**config.mk**
```make
export PLATFORM = sky130hd
export DESIGN_NAME = cache_axi_arbiter
export DESIGN_NICKNAME = d
export VERILOG_FILES = /design/src/rtl/cache_axi_pkg.sv /design/src/rtl/cache_axi_arbiter.sv
export SDC_FILE = /design/constraint.sdc
export NUM_CORES = 1
export LEC_CHECK = 0
export ABC_AREA = 1
export CELL_PAD_IN_SITES_DETAIL_PLACEMENT = 2
export CELL_PAD_IN_SITES_GLOBAL_PLACEMENT = 2
export CORE_AREA = 2 2 539 541
export DETAILED_ROUTE_END_ITERATION = 8
export DIE_AREA = 0 0 541 543
export PLACE_DENSITY = 0.39
export REMOVE_ABC_BUFFERS = 1
export SLEW_MARGIN = 5
export SYNTH_ARGS = -nofsm -noshare
export SYNTH_HDL_FRONTEND = slang
export SYNTH_SLANG_ARGS = --single-unit
```
**constraint.sdc**
```tcl
create_clock -name aclk -period 1.9 [get_ports aclk]
set_clock_uncertainty 0.15 [all_clocks]
set_input_delay 0.475 -clock aclk [delete_from_list [all_inputs] [get_ports aclk]]
set_output_delay 0.475 -clock aclk [all_outputs]
set_load 0.02 [all_outputs]
```
**src/rtl/cache_axi_pkg.sv**
```systemverilog
// ---------------------------------------------------------------------------
// cache_axi_pkg
// Shared types and constants for the cache-to-AXI line arbiter.
//   - line_words_f : number of 32-bit words per line for a given log2 size
//   - line_t       : default-size cache line (LINE_WORDS_DEF x 32 bits)
//   - arb_state_e  : arbiter FSM states
//   - req_type_e   : latched transaction type
//   - owner_e      : which cache owns the current transaction
// ---------------------------------------------------------------------------
package cache_axi_pkg;

    localparam int unsigned LINE_ADDR_LEN_DEF = 32'd3;
    localparam int unsigned LINE_WORDS_DEF    = 32'd1 << LINE_ADDR_LEN_DEF;

    // Words per line derived from log2(words per line).
    function automatic int unsigned line_words_f(input int unsigned line_addr_len);
        return 32'd1 << line_addr_len;
    endfunction

    typedef logic [LINE_WORDS_DEF-1:0][31:0] line_t;

    typedef enum logic [1:0] {
        IDLE  = 2'd0,
        ISSUE = 2'd1,
        RESP  = 2'd2
    } arb_state_e;

    typedef enum logic {
        RD = 1'b0,
        WR = 1'b1
    } req_type_e;

    typedef enum logic {
        OWN_I = 1'b0,
        OWN_D = 1'b1
    } owner_e;

endpackage

```
**src/rtl/cache_axi_arbiter.sv**
```systemverilog
// ---------------------------------------------------------------------------
// cache_axi_arbiter
// Shares one cache-line AXI bridge between the I-cache (line reads) and the
// D-cache (line reads and write-backs). A request is sampled in IDLE, the
// winner's address/type/write line are latched, the bridge request is held
// in ISSUE until m_gnt, and RESP returns a one-cycle grant to the winner.
//
// Ports:
//   aclk, aresetn            clock, asynchronous active-low reset
//   i_rd_req, i_addr         I-cache line read request / address
//   i_gnt, i_rd_line         I-cache completion pulse / read line
//   d_rd_req, d_wr_req       D-cache line read / write-back requests
//   d_addr, d_wr_line        D-cache line address / write-back data
//   d_gnt, d_rd_line         D-cache completion pulse / read line
//   m_gnt, m_rd_line         bridge completion pulse / read line
//   m_addr, m_rd_req,
//   m_wr_req, m_wr_line      bridge request signals (latched)
//   busy                     high whenever the FSM is not IDLE
//
// Build option: ARB_ROUND_ROBIN_EN
//   defined   - contended requests alternate using a last-winner register
//   undefined - fixed priority, D-cache over I-cache
// ---------------------------------------------------------------------------
module cache_axi_arbiter
    import cache_axi_pkg::*;
#(
    parameter int unsigned  LINE_ADDR_LEN = LINE_ADDR_LEN_DEF,
    parameter int unsigned  ADDR_LEN      = 32'd32,
    localparam int unsigned LINE_WORDS    = line_words_f(LINE_ADDR_LEN)
) (
    input  logic                           aclk,
    input  logic                           aresetn,
    input  logic                           i_rd_req,
    input  logic [ADDR_LEN-1:0]            i_addr,
    output logic                           i_gnt,
    output logic [LINE_WORDS-1:0][31:0]    i_rd_line,
    input  logic                           d_rd_req,
    input  logic                           d_wr_req,
    input  logic [ADDR_LEN-1:0]            d_addr,
    input  logic [LINE_WORDS-1:0][31:0]    d_wr_line,
    output logic                           d_gnt,
    output logic [LINE_WORDS-1:0][31:0]    d_rd_line,
    input  logic                           m_gnt,
    output logic [ADDR_LEN-1:0]            m_addr,
    output logic                           m_rd_req,
    output logic                           m_wr_req,
    output logic [LINE_WORDS-1:0][31:0]    m_wr_line,
    input  logic [LINE_WORDS-1:0][31:0]    m_rd_line,
    output logic                           busy
);

    // Clears the byte-in-line and word-in-line address bits.
    localparam logic [ADDR_LEN-1:0] ALIGN_MASK =
        ~ADDR_LEN'((64'd1 << (LINE_ADDR_LEN + 32'd2)) - 64'd1);

    arb_state_e                   state_q, state_d;
    owner_e                       owner_q, owner_d;
    req_type_e                    type_q,  type_d;
    logic [ADDR_LEN-1:0]          addr_q,  addr_d;
    logic [LINE_WORDS-1:0][31:0]  wline_q, wline_d;
    logic [LINE_WORDS-1:0][31:0]  rbuf_q,  rbuf_d;

    owner_e                       win_s;
    logic                         d_req_s;
    logic                         any_req_s;

`ifdef ARB_ROUND_ROBIN_EN
    owner_e                       last_q;

    // Last-winner register: updated whenever a request is accepted in IDLE.
    always_ff @(posedge aclk or negedge aresetn) begin
        if (!aresetn) begin
            last_q <= OWN_I;
        end else if ((state_q == IDLE) && any_req_s) begin
            last_q <= win_s;
        end else begin
            last_q <= last_q;
        end
    end
`endif

    // Winner selection among the currently raised requests.
    always_comb begin
        d_req_s   = d_rd_req | d_wr_req;
        any_req_s = d_req_s | i_rd_req;
        win_s     = OWN_I;
        if (d_req_s && i_rd_req) begin
`ifdef ARB_ROUND_ROBIN_EN
            // The requester that did not win last time gets this one.
            win_s = (last_q == OWN_D) ? OWN_I : OWN_D;
`else
            win_s = OWN_D;
`endif
        end else if (d_req_s) begin
            win_s = OWN_D;
        end else begin
            win_s = OWN_I;
        end
    end

    // Next-state and latch logic for the transfer FSM.
    always_comb begin
        state_d = state_q;
        owner_d = owner_q;
        type_d  = type_q;
        addr_d  = addr_q;
        wline_d = wline_q;
        rbuf_d  = rbuf_q;
        case (state_q)
            IDLE: begin
                if (any_req_s) begin
                    owner_d = win_s;
                    if (win_s == OWN_D) begin
                        // A write wins when both D-cache requests are raised.
                        type_d  = d_wr_req ? WR : RD;
                        addr_d  = d_addr & ALIGN_MASK;
                        wline_d = d_wr_line;
                    end else begin
                        type_d  = RD;
                        addr_d  = i_addr & ALIGN_MASK;
                        wline_d = '0;
                    end
                    state_d = ISSUE;
                end else begin
                    state_d = IDLE;
                end
            end
            ISSUE: begin
                if (m_gnt) begin
                    if (type_q == RD) begin
                        rbuf_d = m_rd_line;
                    end else begin
                        rbuf_d = rbuf_q;
                    end
                    state_d = RESP;
                end else begin
                    state_d = ISSUE;
                end
            end
            RESP: begin
                state_d = IDLE;
            end
            default: begin
                state_d = IDLE;
            end
        endcase
    end

    // Transaction state registers.
    always_ff @(posedge aclk or negedge aresetn) begin
        if (!aresetn) begin
            state_q <= IDLE;
            owner_q <= OWN_I;
            type_q  <= RD;
            addr_q  <= '0;
            wline_q <= '0;
            rbuf_q  <= '0;
        end else begin
            state_q <= state_d;
            owner_q <= owner_d;
            type_q  <= type_d;
            addr_q  <= addr_d;
            wline_q <= wline_d;
            rbuf_q  <= rbuf_d;
        end
    end

    // Bridge requests exist only in ISSUE so they are low in RESP, which
    // keeps the bridge from restarting on a stale request.
    assign m_rd_req  = (state_q == ISSUE) && (type_q == RD);
    assign m_wr_req  = (state_q == ISSUE) && (type_q == WR);
    assign m_addr    = addr_q;
    assign m_wr_line = wline_q;

    assign i_gnt     = (state_q == RESP) && (owner_q == OWN_I);
    assign d_gnt     = (state_q == RESP) && (owner_q == OWN_D);
    assign i_rd_line = rbuf_q;
    assign d_rd_line = rbuf_q;
    assign busy      = (state_q != IDLE);

endmodule

```
==> results of run 1 <==
==> Yosys cell counts <==
master / count
nand2_1: 1139
dfrtp_1: 543
nand3_1: 540
buf_4: 265
buf_2: 132
clkbuf_1: 44
o21ai_0: 27
inv_1: 5
buf_1: 4
nor2_2: 3
inv_2: 2
nand2_2: 2
nor2_1: 2
and3_1: 1
clkinv_1: 1
conb_1: 1
nand4_1: 1
nor3_1: 1
o211ai_1: 1
==> flip-flops by register name, indices dropped and copies added, names as in the netlist <==
register   cells
d_rd_line    256
m_wr_line    256
m_addr        27
state_q        2
owner_q        1
type_q         1
==> critical path: cells and delay by family (launching register included) <==
| family | cells | cell delay [ns] |
|---|---|---|
| and+or+nand+nor | 1 | 0.11 |
| buffers and inverters | 4 | 0.42 |
| DFF | 1 | 0.41 |
==> final cells by class <==
| type | count | area, µm² | share of cell area, % |
|---|---|---|---|
| well taps | 3781 | 4730 | 9.79 |
| multi-input cells | 1722 | 7420 | 15.4 |
| flip-flops and latches | 543 | 13800 | 28.6 |
| diodes | 14 | 35.0 | 0.0725 |
| repair buffers | 1781 | 19400 | 40.2 |
| clock buffers | 118 | 2420 | 5.01 |
| clock inverters | 31 | 407 | 0.842 |
| inverters | 8 | 66.3 | 0.137 |
| repair inverters | 1 | 16.3 | 0.0337 |
==> path summary, 6_finish.rpt <==
| path | start | to | slack, ns | cells past startpoint |
|---|---|---|---|---|
| max | state_q[1]$_DFF_PN0_ | busy | -0.34 | 5 |
| min | aresetn | d_rd_line[208]$_DFFE_PN0P_ | 0.1 | 2 |
| max reg2reg | state_q[1]$_DFF_PN0_ | m_wr_line[191]$_DFFE_PN0P_ | -0.14 | 11 |
| min reg2reg | m_wr_line[195]$_DFFE_PN0P_ | m_wr_line[195]$_DFFE_PN0P_ | 0.35 | 2 |
| max in group asynchronous | aresetn | d_rd_line[138]$_DFFE_PN0P_ | 0.62 | 4 |
| min in group aclk | d_wr_line[176] | m_wr_line[176]$_DFFE_PN0P_ | 0.17 | 3 |
==> stage by stage <==
step / cell area [µm²] / std cells / hold WS (ns) / TNS [ns] / setup WS [ns]
final: 48300 / 7999 / 0.0973 / -25.93 / -0.339
after global routing: 48300 / 7986 / 0.0317 / -119.78 / -0.445
after CTS: 46100 / 7907 / 0.000445 / -78.38 / -0.444
after detailed placement: 41800 / 7619 / 0.158 / -169.90 / -0.450
after global placement: 41800 / 7619 / 0.160 / -169.16 / -0.451
after floorplan: 20800 / 2273 / 0.0294 / -3597.69 / -9.30
==> per-layer routing <==
layer	track usage (%)	wire, µm
met1	13.6	73600
met4	2.78	4980
met3	5.04	17100
met5	0	315
met2	21.7	97100
==> logic make-up after synthesis <==
family	synth area share (%)
AO/OA/AOI/OAI	0.604
buffers and inverters	12.1
flip-flops	57.5
other	0.0159
AND/OR/NAND/NOR	29.8
==> timing repair <==
item                                     CTS  global route
pin swaps                                  2            12
hold buffers                               1             0
endpoints found under the hold margin    425             0
buffers inserted                         138            50
gates resized for setup                 4543           355
cloned                                     0            28
endpoints found under the setup margin   803          1124
==> report_power, final <==
part,switching (W),internal [W],leakage (nW),total [W]
clock,0.00651,0.00992,1.40,0.0164
sequential,0.00728,0.0171,6.63,0.0244
combinational,0.0266,0.0242,14.6,0.0508
==> results.toml, run 1 <==
[yosys]
avgSynthCellArea_um2 = 8.71
synth-warning-count = 0
ys_seq_area_share_pct = 57.5
synth_top_cell_by_area = "dfrtp_1"
syn_area_um2 = 23600
synth_top_area_share_pct = 57.5
synthCells = 2714
yosys-top-cells-area = "dfrtp_1 (58%), nand2_1 (18%), nand3_1 (11%)"
ys_ff_latch = 543
ys_types = 19

[drt]
drc = 0
initialDrtViolationCount = 940
wl_per_cell_um = 24.1
routed_wl_um = 193000
routed_via_density = 3.16
vias = 25293
antenna_left = 0
drt_pre_antenna_iters = 5

[power_and_ir_drop]
power_density_nw_per_um2 = 1900
power_w = 0.0917
p_leak_nw = 22.6
peakVddDrop_mv = 0.543

[layout]
syn_to_final_growth_pct = 104
final_common_cell = "nand2_1"
nNetsFinal = 4720
nFillCells = 32897
drive_gt1_share_pct = 37.2
fin_util_pct = 16.8
final_cell_mix = "nand2_1 (1133), buf_6 (711), clkdlybuf4s50_1 (570), nand3_1 (519), dfrtp_1 (366)"

[global_route]
grt_usage_pct = 12.3
antenna_found_initial = 101
grt_pass1_vias = 27712
grt_max_degree = 51
grt_overflow_total = 0
grt_pass1_wl_um = 249000

[placed_design]
io_buffers = 1371
place_congestion = 0.757
dp_hpwl_um = 153000

[cts]
htreeDepth = 3
clk_path_buf_depth = 3
clk_pin_slew_ns = 0.05
cts_tree = "done"
numClockSinks = 543
clk_latency_ns = 0.67
cts_made_buffers = 81
clockRootBuffer = "clkbuf_16"

[sta]
setup_viol = 574
timing.final.crit_share_pct = 118
drv_slew = 0
rsz0062_at_grt = "true"
fmax_ghz = 0.447
min_period_ns = 2.24
setup_slack_ns = -0.339
hold_violations = 0

[critical_path]
cp_max_fo = 3
start_kind = "flip-flop"
crit_required_ns = 1.27
crit_chain = "buf_4, nor2_4, buf_12, inv_4, buf_6"
worstPathArrival_ns = 1.61
end_kind = "output pin"
critPathMaxStageDelay_ns = 0.41
critPathKind = "reg2out"
crit_slowest_cell = "dfrtp_1"

[floorplanning]
die_h_um = 543
rows = 197
dieArea_um2 = 294000
start_util_pct = 8.22
core_um2 = 287000
die_x_um = 541
io_pins = 1387

[outcome]
run_status = "complete, but fails checks"
failed_checks = "negative setup slack"

[flow_run]
drv_cap = 0

[worst_hold_path]
hp-class = "in2async"
(Power assumes the default switching activity.)
==> run 2, diff against run 1 <==
--- a/config.mk
+++ b/config.mk
@@ -13,6 +13,7 @@
 export DIE_AREA = 0 0 541 543
 export PLACE_DENSITY = 0.39
 export REMOVE_ABC_BUFFERS = 1
+export SKIP_LAST_GASP = 1
 export SLEW_MARGIN = 5
 export SYNTH_ARGS = -nofsm -noshare
 export SYNTH_HDL_FRONTEND = slang
==> run 2 against run 1 <==
Routed wire length rose by 3.5%. Combinational power up 6.5%. Maximum frequency increased by 0.11%. Final cell count grew 1.0%. Largest power group unchanged. Global-route usage about the same. Clock power is essentially flat. Utilization up 0.63 points. Worst hold slack hardly changed. Worst setup slack improved by 0.0025 ns. Die area unchanged. The flow still finishes with violations (negative setup slack).
==> results.toml, run 2 (synthesis results as in run 1) <==
[outcome]
run_status = "complete, but fails checks"
failed_checks = "negative setup slack"

[layout]
syn_to_final_growth_pct = 112
final_common_cell = "nand2_1"
nFillCells = 32749
nNetsFinal = 4806
instances_no_fill = 8082
final_cell_mix = "nand2_1 (1134), buf_6 (780), clkdlybuf4s50_1 (570), nand3_1 (514), dfrtp_1 (357)"
drive_gt1_share_pct = 38.7
final_area_um2 = 50100

[placed_design]
placed_area_um2 = 41800
pre_cts_ws_ns = -0.450
io_buffers = 1371
place_congestion = 0.757
dp.cells = 7619
dp_hpwl_um = 153000

[sta]
timing.final.crit_share_pct = 118
tns_ns = -39.73
setup_viol = 622
max_slew.worst_pin.slew_ns = 0.497
fmax_ghz = 0.447
setup_slack_ns = -0.337
slew_headroom_pct = 66.8
worst_hold_slack_ns = 0.0973
hold_violations = 0
min_period_ns = 2.24
drv_slew = 0
rsz0062_at_grt = "true"

[floorplanning]
die_x_um = 541
die_h_um = 543
rows = 197
start_util_pct = 8.22
io_pins = 1387
dieArea_um2 = 294000
core_um2 = 287000

[global_route]
busiest_layer = "met2"
grt_usage_pct = 12.2
grt_overflow_total = 0
antenna_found_initial = 100
grt_pass1_wl_um = 249000
grt_pass1_vias = 27711
grt_max_degree = 51
use_met3_pct = 5.03
use_met2_pct = 21.7
grt_use_met1_pct = 13.6

[critical_path]
critPathMaxStageDelay_ns = 0.41
regToRegSetupSlack_ns = -0.16
cp_max_fo = 3
critPathKind = "reg2out"
worstPathArrival_ns = 1.61
end_kind = "output pin"
start_kind = "flip-flop"
crit_slowest_cell = "dfrtp_1"
crit_required_ns = 1.27
crit_chain = "buf_4, nor2_4, buf_12, inv_4, buf_6"

[power_and_ir_drop]
p_int_w = 0.0536
power.share.clock_pct = 17.3
p_leak_nw = 23.5
p_sw_w = 0.0415
p_comb_share_pct = 56.9
seq_power_share_pct = 25.8
peakVddDrop_mv = 0.571
switching_share_pct = 43.7
power_density_nw_per_um2 = 1900

[flow_run]
drv_cap = 0

[cts]
cts_tree = "done"
htreeDepth = 3
clk_pin_slew_ns = 0.05
clk_path_buf_depth = 3
clockRootBuffer = "clkbuf_16"
numClockSinks = 543
cts_made_buffers = 81
clk_latency_ns = 0.67

[drt]
drc = 0
vias = 25788
routed_via_density = 3.19
drt_pre_antenna_iters = 4
wl_per_cell_um = 24.7
antenna_left = 0
routed_wl_um = 200000
initialDrtViolationCount = 971

[worst_hold_path]
hp-class = "in2async"
## run 2: changes by cell type in the layout (fill, tap and decap cells not counted), sizes merged
cell    before   now
diode       14    11
clkbuf     141   171
nand2     1141  1142
buf       1187  1242
## run 2: worst paths after layout
check,cells past startpoint,to,startpoint
hold / removal,2,d_rd_line[208]$_DFFE_PN0P_,aresetn
setup reg to reg,11,m_wr_line[87]$_DFFE_PN0P_,state_q[1]$_DFF_PN0_
setup / recovery,5,busy,state_q[1]$_DFF_PN0_
min in group aclk,3,m_wr_line[176]$_DFFE_PN0P_,d_wr_line[176]
max in group asynchronous,4,d_rd_line[138]$_DFFE_PN0P_,aresetn
hold reg to reg,2,m_wr_line[163]$_DFFE_PN0P_,m_wr_line[163]$_DFFE_PN0P_
## run 2: final cells by class
class | count | area, µm² | share of cell area [%]
Clock buffer | 118 | 2420 | 4.83
Antenna cell | 11 | 27.5 | 0.0549
Sequential cell | 543 | 13800 | 27.6
Multi-Input combinational cell | 1723 | 7500 | 15.0
Timing Repair inverter | 1 | 16.3 | 0.0325
Tap cell | 3781 | 4730 | 9.44
Clock inverter | 31 | 407 | 0.811
Inverter | 8 | 66.3 | 0.132
Timing Repair Buffer | 1866 | 21100 | 42.2
## run 2: power by group through the flow
stage          clock, W  sequential (W)  combinational, W
2_1_floorplan         0          0.0295           0.00794
3_3_place_gp          0          0.0230            0.0453
3_5_place_dp          0          0.0232            0.0453
4_1_cts          0.0173          0.0242            0.0474
5_1_grt          0.0177          0.0252            0.0581
6_report         0.0164          0.0246            0.0541
## run 2: what timing repair did
| action | in CTS | in global routing |
|---|---|---|
| endpoints found under the hold margin | 425 | 0 |
| buffers inserted | 138 | 95 |
| hold buffers | 1 | 0 |
| endpoints found under the setup margin | 803 | 1125 |
| resized for setup | 4416 | 635 |
| cloned | 0 | 69 |
| pin swaps | 2 | 12 |
## run 2: worst max-delay path: cells and delay by family (launching register included)
family,cells,cell delay (ns)
DFF,1,0.41
and+or+nand+nor,1,0.11
buffers and inverters,4,0.42
## run 2: through the flow
step | power (W) | util, %
final | 0.0951 | 17.4
after global placement | 0.0683 | 14.5
after CTS | 0.0889 | 16.0
after global routing | 0.101 | 17.4
after floorplan | 0.0375 | -
after detailed placement | 0.0685 | 14.5
## run 2: metal layers
| metal | share of wire, % | wire (µm) |
|---|---|---|
| met5 | 0.15 | 304 |
| met3 | 8.6 | 17300 |
| met2 | 50 | 101000 |
| met4 | 2.7 | 5410 |
| met1 | 38 | 76000 |
==> run 3, diff against run 2 <==
--- a/config.mk
+++ b/config.mk
@@ -8,13 +8,14 @@
 export ABC_AREA = 1
 export CELL_PAD_IN_SITES_DETAIL_PLACEMENT = 2
 export CELL_PAD_IN_SITES_GLOBAL_PLACEMENT = 2
-export CORE_AREA = 2 2 539 541
+export CORE_AREA = 2 2 542 544
+export CTS_BUF_LIST = sky130_fd_sc_hd__clkbuf_4
 export DETAILED_ROUTE_END_ITERATION = 8
-export DIE_AREA = 0 0 541 543
+export DIE_AREA = 0 0 544 546
 export PLACE_DENSITY = 0.39
 export REMOVE_ABC_BUFFERS = 1
 export SKIP_LAST_GASP = 1
-export SLEW_MARGIN = 5
+export SLEW_MARGIN = 0
 export SYNTH_ARGS = -nofsm -noshare
 export SYNTH_HDL_FRONTEND = slang
 export SYNTH_SLANG_ARGS = --single-unit
==> run 3 against run 2 <==
The run still ends with negative setup slack left. Die area rose by 1.1%. Critical endpoint is now i_gnt. Clock power fell by 18%. Combinational power fell by 2%. Critical path depth fell by 1. Sequential share of layout area fell by 2.1 points. Final area rose by 8.6%. Worst hold slack improved by 0.17 ns. Sequential power barely moved. First-iteration DRC count fell by 2.7%. Non-clock buffer count rose by 554. Largest power group unchanged. Flip-flop and latch count did not move. Via count rose by 9.5%.
==> results.toml, run 3 (synthesis results as in run 1) <==
[placed_design]
io_buffers = 1371
place_congestion = 0.766
dp.cells = 7764
dp_hpwl_um = 154000
pre_cts_ws_ns = -0.545

[worst_hold_path]
hp-class = "in2reg"

[critical_path]
crit_slowest_cell = "dfrtp_1"
worstPathArrival_ns = 2.11
cp-endpoint = "i_gnt"
path_buf_inv = 3
end_kind = "output pin"
critPathKind = "reg2out"
regToRegSetupSlack_ns = -0.13
crit_required_ns = 1.27
crit_start = "state_q[1]$_DFF_PN0_"
r2r-start = "state_q[1]$_DFF_PN0_"
rr_endpoint = "d_rd_line[155]$_DFFE_PN0P_"
critPathMaxStageDelay_ns = 0.42
crit_chain = "inv_2, buf_6, nor3_4, buf_12"
start_kind = "flip-flop"
cp_max_fo = 3
crit_family = "flip-flops"
crit_cells = 4
ff2ff_path_depth = 10

[layout]
multi_input_area_um2 = 7380
drive_gt1_share_pct = 35.9
final-seq-area_um2 = 13800
final_cell_mix = "nand2_1 (1136), buf_6 (789), dlygate4sd3_1 (579), clkdlybuf4s50_1 (570), nand3_1 (527)"
fin_util_pct = 18.6
nNetsFinal = 5464
syn_to_final_growth_pct = 130
nFillCells = 33484
instances_no_fill = 8967
final_common_cell = "nand2_1"

[floorplanning]
dieArea_um2 = 297000
io_pins = 1387
die_x_um = 544
die_h_um = 546
core_um2 = 292000
rows = 199
start_util_pct = 8.09

[global_route]
grt_max_degree = 52
grt_pass1_vias = 31798
grt_pass1_wl_um = 259000
antenna_found_initial = 63
grt_overflow_total = 0
grt_usage_pct = 12.4

[power_and_ir_drop]
peakVddDrop_mv = 0.725
power_density_nw_per_um2 = 1670
p_leak_nw = 25.3

[sta]
setup_slack_ns = -0.830
setup_viol = 930
worst_hold_slack_ns = 0.264
fmax_ghz = 0.366
timing.final.crit_share_pct = 144
drv_slew = 0
min_period_ns = 2.73
hold_violations = 0
rsz0062_at_grt = "true"

[drt]
wl_per_cell_um = 21.6
antenna_left = 0
routed_wl_um = 194000
drc = 0
drt_pre_antenna_iters = 5
routed_via_density = 3.15
vias = 28227
initialDrtViolationCount = 945

[cts]
clk_latency_ns = 1.14
htreeDepth = 4
clk_pin_slew_ns = 0.06
cts_made_buffers = 187
clockRootBuffer = "clkbuf_4"
numClockSinks = 543
cts_tree = "done"
clk_path_buf_depth = 4

[outcome]
failed_checks = "negative setup slack"
run_status = "complete, but fails checks"

[flow_run]
drv_cap = 0
==> run 3: cell types whose count changed in the layout (fill, tap and decap cells not counted), sizes merged <==
cell         previous run  this run
dlygate4sd3             1       579
clkbuf                171       301
diode                  11        36
buf                  1242      1260
bufinv                  8         2
inv                     8        10
clkinvlp                1         2
nand2                1142      1141
==> run 3: layer usage <==
metal	track usage [%]	wire, µm	vias to the layer above
li1	-	-	12877
met1	14.0	75400	13850
met2	21.1	94300	1180
met3	4.63	16700	300
met4	4.70	7380	20
met5	0	126	-
==> run 3: how the worst min path moves through the flow <==
stage,from,end,cells after the start
floorplan,aresetn,d_rd_line[0]$_DFFE_PN0P_,0
global placement,aresetn,d_rd_line[29]$_DFFE_PN0P_,1
detailed placement,aresetn,d_rd_line[29]$_DFFE_PN0P_,1
CTS,d_wr_line[227],m_wr_line[227]$_DFFE_PN0P_,4
global route,d_wr_line[51],m_wr_line[51]$_DFFE_PN0P_,4
finish,d_wr_line[1],m_wr_line[1]$_DFFE_PN0P_,4
==> run 3: timing repair <==
item / CTS / global route
cloned: 0 / 13
setup endpoints to repair: 803 / 1085
hold buffers: 580 / 0
setup buffers: 137 / 119
pin swaps: 2 / 10
hold endpoints to repair: 1084 / 0
gates resized for setup: 4236 / 681
==> run 3: metrics by stage <==
step                instance area, µm²  setup TNS (ns)  power [W]
finish                           54400         -361.46     0.0911
global route                     54400         -579.64     0.0971
CTS                              51500         -595.64     0.0879
detailed placement               42100         -189.07     0.0693
global placement                 42100         -182.82     0.0692
floorplan                        20800        -3597.69     0.0375
==> run 3: cell type report <==
class                           instances  area share, %
Timing Repair Buffer                 2420           47.4
Sequential cell                       543           25.4
Multi-Input combinational cell       1722           13.6
Tap cell                             3919           9.01
Clock buffer                          290           4.00
Clock inverter                         29          0.356
Antenna cell                           36          0.166
Inverter                                8         0.0920
==> run 3: report_power, final <==
part / switching (W) / total (W) / internal [W]
clock network: 0.00638 / 0.0135 / 0.00712
logic: 0.0271 / 0.0528 / 0.0257
registers: 0.00765 / 0.0248 / 0.0172
total: 0.0411 / 0.0911 / 0.0500
==> run 3: tightest hold or removal path, delay by kind of cell <==
| kind | cells | cell delay (ns) |
|---|---|---|
| AND/OR/NAND/NOR | 2 | 0.11 |
| buffers and inverters | 2 | 0.95 |
